## src/rtl/affine_pkg.sv

```systemverilog
`default_nettype none
// ============================================================================
//  Module      : affine_pkg
//  Description : Shared constants and FSM state type for the affine
//                encoder/decoder family (Y = SCALE*X + OFFSET).
//  Revision    : 1.0  initial release
// ============================================================================
package affine_pkg;

    localparam int WIDTH_DEF  = 16;
    localparam int OFFSET_DEF = 17;
    localparam int SCALE_DEF  = 6;

    typedef enum logic [1:0] {
        ST_IDLE = 2'd0,
        ST_CALC = 2'd1,
        ST_DONE = 2'd2
    } affine_state_e;

endpackage
`default_nettype wire

```

## src/rtl/affine_decoder_if.sv

```systemverilog
`default_nettype none
// ============================================================================
//  Module      : affine_decoder_if
//  Description : Input/output valid-ready handshake bundle of the affine
//                decoder. The master side produces Y and consumes X/exact.
//  Revision    : 1.0  initial release
// ============================================================================
interface affine_decoder_if
    import affine_pkg::*;
#(
    parameter int WIDTH = WIDTH_DEF
) ();

    logic                    in_valid;
    logic                    in_ready;
    logic signed [WIDTH-1:0] Y;
    logic                    out_valid;
    logic                    out_ready;
    logic signed [WIDTH-1:0] X;
    logic                    exact;

    modport master (
        output in_valid, Y, out_ready,
        input  in_ready, out_valid, X, exact
    );

    modport slave (
        input  in_valid, Y, out_ready,
        output in_ready, out_valid, X, exact
    );

endinterface
`default_nettype wire

```

## src/rtl/udiv_restoring.sv

```systemverilog
`default_nettype none
// ============================================================================
//  Module      : udiv_restoring
//  Description : Unsigned N-bit iterative restoring divider. One
//                shift-subtract step per cycle, N steps per division.
//                done_o pulses for one cycle once quotient/remainder are final.
//  Revision    : 1.0  initial release
// ============================================================================
module udiv_restoring #(
    parameter int N = 17
) (
    input  wire logic         clk,
    input  wire logic         rst_n,
    input  wire logic         start_i,
    input  wire logic [N-1:0] dividend_i,
    input  wire logic [N-1:0] divisor_i,
    output logic              busy_o,
    output logic              done_o,
    output logic [N-1:0]      quotient_o,
    output logic [N-1:0]      remainder_o
);

    localparam int            CW     = $clog2(N + 1);
    localparam logic [CW-1:0] c_last = CW'(N - 1);

    logic [N-1:0]  quo_q;
    logic [N-1:0]  rem_q;
    logic [N-1:0]  dvs_q;
    logic [CW-1:0] cnt_q;
    logic          busy_q;
    logic          done_q;

    logic [N:0]    w_partial;
    logic [N:0]    w_trial;
    logic          w_fits;
    logic [N-1:0]  w_rem_next;
    logic          w_unused;

    // Trial subtraction of the divisor from the shifted partial remainder.
    // The remainder stays below the divisor, so the top bit of w_trial is
    // always zero whenever the subtraction result is kept.
    always_comb begin
        w_partial  = {rem_q, quo_q[N-1]};
        w_trial    = w_partial - {1'b0, dvs_q};
        w_fits     = (w_partial >= {1'b0, dvs_q});
        w_rem_next = w_fits ? w_trial[N-1:0] : w_partial[N-1:0];
    end

    assign w_unused = w_trial[N];

    // Load operands on start, then iterate N times; done pulses after the last step.
    always_ff @(posedge clk or negedge rst_n) begin
        if (!rst_n) begin
            quo_q  <= '0;
            rem_q  <= '0;
            dvs_q  <= '0;
            cnt_q  <= '0;
            busy_q <= 1'b0;
            done_q <= 1'b0;
        end else begin
            done_q <= 1'b0;
            if (start_i) begin
                quo_q  <= dividend_i;
                rem_q  <= '0;
                dvs_q  <= divisor_i;
                cnt_q  <= '0;
                busy_q <= 1'b1;
            end else if (busy_q) begin
                quo_q <= {quo_q[N-2:0], w_fits};
                rem_q <= w_rem_next;
                if (cnt_q == c_last) begin
                    cnt_q  <= '0;
                    busy_q <= 1'b0;
                    done_q <= 1'b1;
                end else begin
                    cnt_q <= cnt_q + 1'b1;
                end
            end
        end
    end

    assign busy_o      = busy_q;
    assign done_o      = done_q;
    assign quotient_o  = quo_q;
    assign remainder_o = rem_q;

endmodule
`default_nettype wire

```

## src/rtl/affine_decoder.sv

```systemverilog
`default_nettype none
// ============================================================================
//  Module      : affine_decoder
//  Description : Inverts Y = SCALE*X + OFFSET. Forms d = Y - OFFSET at
//                WIDTH+1 bits, divides |d| by SCALE with an iterative
//                restoring divider, reapplies the sign (truncation toward
//                zero) and flags whether the division was exact.
//                One result in flight; valid/ready on both sides.
//  Revision    : 1.0  initial release
// ============================================================================
module affine_decoder
    import affine_pkg::*;
#(
    parameter int WIDTH  = WIDTH_DEF,
    parameter int OFFSET = OFFSET_DEF,
    parameter int SCALE  = SCALE_DEF
) (
    input  wire logic       clk,
    input  wire logic       rst_n,
    affine_decoder_if.slave bus
);

    // One extra bit so that Y - OFFSET can never overflow.
    localparam int                   N        = WIDTH + 1;
    localparam logic signed [N-1:0]  c_offset = N'(OFFSET);
    localparam logic        [N-1:0]  c_scale  = N'(SCALE);

    affine_state_e state_q, state_d;

    logic                    sign_q;
    logic signed [WIDTH-1:0] x_q, x_d;
    logic                    exact_q, exact_d;

    logic                    w_start;
    logic                    w_in_ready;
    logic                    w_out_valid;
    logic signed [N-1:0]     w_d;
    logic        [N-1:0]     w_mag;
    logic                    w_div_busy;
    logic                    w_div_done;
    logic        [N-1:0]     w_quo;
    logic        [N-1:0]     w_rem;
    logic        [N-1:0]     w_q_signed;
    logic                    w_unused;

    // Offset removal and magnitude split of the accepted sample.
    always_comb begin
        w_d   = $signed({bus.Y[WIDTH-1], bus.Y}) - c_offset;
        w_mag = w_d[N-1] ? -w_d : w_d;
    end

    udiv_restoring #(
        .N (N)
    ) u_div (
        .clk         (clk),
        .rst_n       (rst_n),
        .start_i     (w_start),
        .dividend_i  (w_mag),
        .divisor_i   (c_scale),
        .busy_o      (w_div_busy),
        .done_o      (w_div_done),
        .quotient_o  (w_quo),
        .remainder_o (w_rem)
    );

    // Reapply the sign to the magnitude quotient; only WIDTH bits are kept.
    assign w_q_signed = sign_q ? -w_quo : w_quo;
    assign w_unused   = w_q_signed[N-1] ^ w_div_busy;

    // Next-state, handshake outputs and result capture.
    always_comb begin
        state_d     = state_q;
        x_d         = x_q;
        exact_d     = exact_q;
        w_start     = 1'b0;
        w_in_ready  = 1'b0;
        w_out_valid = 1'b0;
        case (state_q)
            ST_IDLE: begin
                w_in_ready = 1'b1;
                if (bus.in_valid) begin
                    w_start = 1'b1;
                    state_d = ST_CALC;
                end
            end
            ST_CALC: begin
                if (w_div_done) begin
                    x_d     = w_q_signed[WIDTH-1:0];
                    exact_d = (w_rem == '0);
                    state_d = ST_DONE;
                end
            end
            ST_DONE: begin
                w_out_valid = 1'b1;
                if (bus.out_ready) begin
                    state_d = ST_IDLE;
                end
            end
            default: begin
                state_d = ST_IDLE;
            end
        endcase
    end

    // State, sign and result registers.
    always_ff @(posedge clk or negedge rst_n) begin
        if (!rst_n) begin
            state_q <= ST_IDLE;
            sign_q  <= 1'b0;
            x_q     <= '0;
            exact_q <= 1'b0;
        end else begin
            state_q <= state_d;
            x_q     <= x_d;
            exact_q <= exact_d;
            if (w_start) begin
                sign_q <= w_d[N-1];
            end
        end
    end

    assign bus.in_ready  = w_in_ready;
    assign bus.out_valid = w_out_valid;
    assign bus.X         = x_q;
    assign bus.exact     = exact_q;

endmodule
`default_nettype wire

```

## src/flat_wrapper.sv

```systemverilog
// flat-port wrapper written by rule: the top's interface ports become plain ports
module affine_decoder_flat import affine_pkg::*;
#(
    parameter int WIDTH  = WIDTH_DEF,
    parameter int OFFSET = OFFSET_DEF,
    parameter int SCALE  = SCALE_DEF
)
  (clk, rst_n, bus_in_valid, bus_Y, bus_out_ready, bus_in_ready, bus_out_valid, bus_X, bus_exact);
  affine_decoder_if #(.WIDTH(WIDTH)) bus_i ();
  input  wire logic clk;
  input  wire logic rst_n;
  input wire logic [$bits(bus_i.in_valid)-1:0] bus_in_valid;
  input wire logic [$bits(bus_i.Y)-1:0] bus_Y;
  input wire logic [$bits(bus_i.out_ready)-1:0] bus_out_ready;
  output wire logic [$bits(bus_i.in_ready)-1:0] bus_in_ready;
  output wire logic [$bits(bus_i.out_valid)-1:0] bus_out_valid;
  output wire logic [$bits(bus_i.X)-1:0] bus_X;
  output wire logic [$bits(bus_i.exact)-1:0] bus_exact;
  assign bus_i.in_valid = bus_in_valid;
  assign bus_i.Y = bus_Y;
  assign bus_i.out_ready = bus_out_ready;
  assign bus_in_ready = bus_i.in_ready;
  assign bus_out_valid = bus_i.out_valid;
  assign bus_X = bus_i.X;
  assign bus_exact = bus_i.exact;
  affine_decoder #(.WIDTH(WIDTH), .OFFSET(OFFSET), .SCALE(SCALE)) u_core (.clk(clk), .rst_n(rst_n), .bus(bus_i));
endmodule
```

## config.mk

```make
export PLATFORM = sky130hd
export DESIGN_NAME = affine_decoder_flat
export DESIGN_NICKNAME = d
export VERILOG_FILES = /design/src/rtl/affine_pkg.sv /design/src/rtl/affine_decoder_if.sv /design/src/rtl/udiv_restoring.sv /design/src/rtl/affine_decoder.sv /design/src/flat_wrapper.sv
export SDC_FILE = /design/constraint.sdc
export NUM_CORES = 1
export LEC_CHECK = 0
export ABC_CLOCK_PERIOD_IN_PS = 6510
export CAP_MARGIN = 20
export CELL_PAD_IN_SITES_DETAIL_PLACEMENT = 1
export CELL_PAD_IN_SITES_GLOBAL_PLACEMENT = 1
export CORE_ASPECT_RATIO = 1.5
export CORE_UTILIZATION = 30
export DETAILED_ROUTE_END_ITERATION = 12
export PLACE_DENSITY = 0.59
export SLEW_MARGIN = 25
export SYNTH_ARGS = -nofsm -noshare
export SYNTH_HDL_FRONTEND = slang
export SYNTH_SLANG_ARGS = --single-unit
```

## constraint.sdc

```tcl
create_clock -name clk -period 6.51 [get_ports clk]
set_input_delay 0.9765 -clock clk [delete_from_list [all_inputs] [get_ports clk]]
set_output_delay 0.9765 -clock clk [all_outputs]
set_load 0.05 [all_outputs]
```

==> flow_results.org <==
** Yosys
- Number of instances in the synthesized netlist :: 464
- Synthesis produced a netlist with a net count of 492.
- Of the synthesized area, sequential elements account for around two fifths.
- After synthesis, the share of flip-flops with an asynchronous set or reset is 100%.
- In the synthesized netlist the dominant register cell turns out to be dfrtp_1.
- By area the synthesized netlist is led by dfrtp_1 38%, o21ai_0 7.1%, xnor2_1 6.1%, xor2_1 5.0%, nand2_1 4.8%.
- The synthesized design contains 0 enable-type register cells.
- Syn avg cell area :: ~8.7 µm²
- Number of synthesized register bits :: 62
- After synthesis, the netlist uses 62 different library cells.
- Yosys warning total :: 0
- The share of synthesized area in the top cell type comes to between 30% and 40%.
- The mapped netlist covers about 0.0040 mm².
- Most area-hungry cell type in the Yosys netlist :: dfrtp_1

** Finish
- After routing the design area is between 0.004 and 0.005 mm².
- Diode insertion count for antenna repair :: 0
- From synthesis to final layout, the design area changed by 20.1%.
- At the end of the flow, the number of nets in the layout was around 520.
- Fin cells :: about 650
- Most common cell after layout, fill and taps aside :: dfrtp_1
- Commonest cells after routing, fill and taps aside :: 61 x dfrtp_1, 57 x o21ai_0, 51 x nand2_1
- Utilization after layout :: 37.1%
- The post-route netlist has slightly above 8% of its cells at a drive strength greater than 1.

** Drt
- The routed layout has roughly 3400 vias.
- Number of nets with antenna violations after detailed routing :: 0
- For this run, design rule violations remaining after detail routing come to 0.
- Detailed-routing iteration count for the pre-antenna-repair pass :: 4
- Vias per cell :: between 5 and 6
- Iteration-0 DRC Markers :: roughly 130
- The final layout contains routed wiring with a total length of roughly 10 mm.
- DR WL/cell :: ~15 µm

** Placement
- Placed cell count :: around 640
- Once detailed placement completed, the half-perimeter wirelength came to just over 7 mm.
- Summing all placed instances gives a cell area of ~0.0045 mm².
- Pre-CTS worst setup slack :: 2.61 ns
- Buffers placed on the I/O ports in this run total 38.
- Routability congestion estimate from global placement :: about 0.82

** GRT
- Entering global routing, the biggest net connects 63 pins.
- Initial antenna violation count :: 0
- Total routing usage reported by global routing :: 15.2%
- Wire length of the first global-routing pass :: approximately 17 mm
- Number of global-route vias before repair :: ~3500
- Summed over all layers, the global routing overflow is 0.

** STA
- Setup slack closes at 3.00 ns.
- Of the available clock period, the critical path in the final layout requires 54.0%.
- The number of hold violations in the final report came to 0.
- The final-report max-slew violation count was 0.
- Fin crit period :: roughly 3.5 ns
- At the pin with the least slew margin, the transition time is ~0.8 ns.
- The worst pin sits at a relative slew slack of a little under half.
- Setup repair after global routing left no endpoint under its margin.
- Setup violations remaining at the end of the flow were counted as 0.
- Total Neg Setup Slack :: 0 ns
- Final hold analysis gives a worst-case slack of 0.471 ns.
- Based on the critical path, the design can be clocked at up to between 0.2 and 0.3 GHz.
- Clock skew on the completed layout was measured at approximately 0.008 ns.

** Pwr
- Total power after layout :: between 2 and 2.5 mW
- The share of total power dissipated in sequential elements is between 30% and 40%.
- Cell Pwr Density :: 422 mW/mm²
- The analysis attributes to net switching a power of a little over 0.8 mW.
- Net switching is 39.9% of the power.
- Clk pwr share :: approximately 25%
- Leak pwr :: approximately 1.9 nW
- Internal power contribution :: approximately 1.2 mW
- Per report_power, the combinational group accounts for between 30% and 40% of the total.
- Worst VDD drop :: 133 µV

** Floorplan
- After floorplanning, the core was divided into just over 50 placement rows.
- The initial utilization of the core area, before any placement, comes to a little under a third.
- Number of ports placed on the die boundary :: 39
- The die covers between 0.01 and 0.015 mm².
- Core region area :: around 0.013 mm²
- Die H :: around 140 µm
- Die width :: 96.8 µm

** Clock tree
- Maximum level of the CTS H-tree :: 3
- Clock Tree Root :: clkbuf_16
- The tree built by TritonCTS fans out to 62 sinks.
- Count of hold-fix buffers inserted at cts :: 0
- Counting along the longest clock path gives a buffer depth of 2.
- Clock-pin slew was measured on the worst setup and hold paths at approximately 0.050 ns.
- The number of gates resized after CTS was 0.
- Cts bufs inserted :: 9
- TritonCTS built the clock tree.
- Post-CTS setup buffers :: 0
- Clock latency on the worst-skew pair, taken at its later pin, is between 0.3 and 0.4 ns.

** Worst setup path
- STA puts the critical path data required time at around 6.8 ns.
- Type of origin of the critical path :: input port
- In this run the worst path has a maximum fanout of 15.
- Largest stage delay, worst path :: roughly 0.76 ns
- CP max stage cell :: clkdlybuf4s50_1
- Worst Path Arrival :: 3.76 ns
- Broken down by cell family, the worst path's largest delay share belongs to compound AO/OA/AOI/OAI gates.
- Ordered cell list for the critical path :: clkdlybuf4s50_1 -> inv_1 -> ha_1 -> or3b_1 -> a211oi_4 -> a21oi_2 -> a21oi_1 -> or3_1 -> a31oi_1
- By startpoint and endpoint, the worst setup path is classified as in2reg.
- Number of buffer and inverter stages on the critical path :: 2
- Nature of the critical path endpoint :: register

** Flow run
- The tool flagged a number of max-cap violations equal to 0.

** Run status
- Outcome :: completed

** Worst hold path
- In this run the worst hold path is classified as reg2reg.
layout make-up:
cell class / count / area [µm²]
fillers: 1523 / 8230
repair buffers: 41 / 405
multi-input cells: 363 / 2340
flip-flops and latches: 62 / 1560
clock inverters: 4 / 70.1
clock buffers: 12 / 246
inverters: 11 / 41.3
well taps: 159 / 199
registers in the layout, indices dropped and copies added (netlist names):
register,count
u_core.u_div.dvs_q,1
u_core.u_div.busy_o,1
u_core.state_q,2
u_core.u_div.cnt_q,5
u_core.bus.X,16
u_core.sign_q,1
u_core.u_div.done_o,1
u_core.u_div.quotient_o,17
u_core.bus.exact,1
u_core.u_div.remainder_o,17
Yosys cell counts, types with 10 or more instances:
library cell  number
xnor2_1           28
a21oi_1           25
clkbuf_1          19
or3_1             10
mux2i_1           12
dfrtp_1           62
o21ai_0           57
xor2_1            23
nor3_1            13
nor2_1            29
inv_1             11
nand2_1           52
power groups by stage:
stage / clock network, mW / registers (mW) / logic, mW
CTS: 0.524 / 0.759 / 0.796
global placement: 0 / 0.756 / 0.771
detailed placement: 0 / 0.765 / 0.791
finish: 0.510 / 0.760 / 0.779
global route: 0.536 / 0.791 / 0.869
floorplan: 0 / 0.791 / 0.512
kinds of logic after synthesis:
group,synth area share (%)
AOI/OAI and AO/OA,18.6
xor gates and xnor gates,11.1
adders and majority gates,2.66
buffers and inverters,3.84
DFF,38.4
muxes,4.65
and+or+nand+nor,20.8
routing by layer:
| layer | track usage, % | routed length, µm | part of all wire, % |
|---|---|---|---|
| met1 | 17.8 | 4450 | 45 |
| met2 | 26.9 | 5010 | 50 |
| met3 | 2.61 | 250 | 2.5 |
| met4 | 6.83 | 237 | 2.4 |
| met5 | 0 | 0 | 0 |
path summary, 6_finish.rpt:
kind                                            startpoint                          to  cells past startpoint  slack, ns
worst min register to register         u_core.u_div.done_o           u_core.state_q[0]                      1       0.47
worst min-delay path                   u_core.u_div.done_o           u_core.state_q[0]                      1       0.47
min in group asynchronous                            rst_n             u_core.bus.X[0]                      2       0.81
worst max-delay path                              bus_Y[0]  u_core.u_div.quotient_o[4]                      9       3.00
worst max register to register  u_core.u_div.quotient_o[0]            u_core.bus.X[14]                      9       3.99
max in group asynchronous                            rst_n         u_core.u_div.busy_o                      2       5.08
Power figures use the tool's default switching activity.
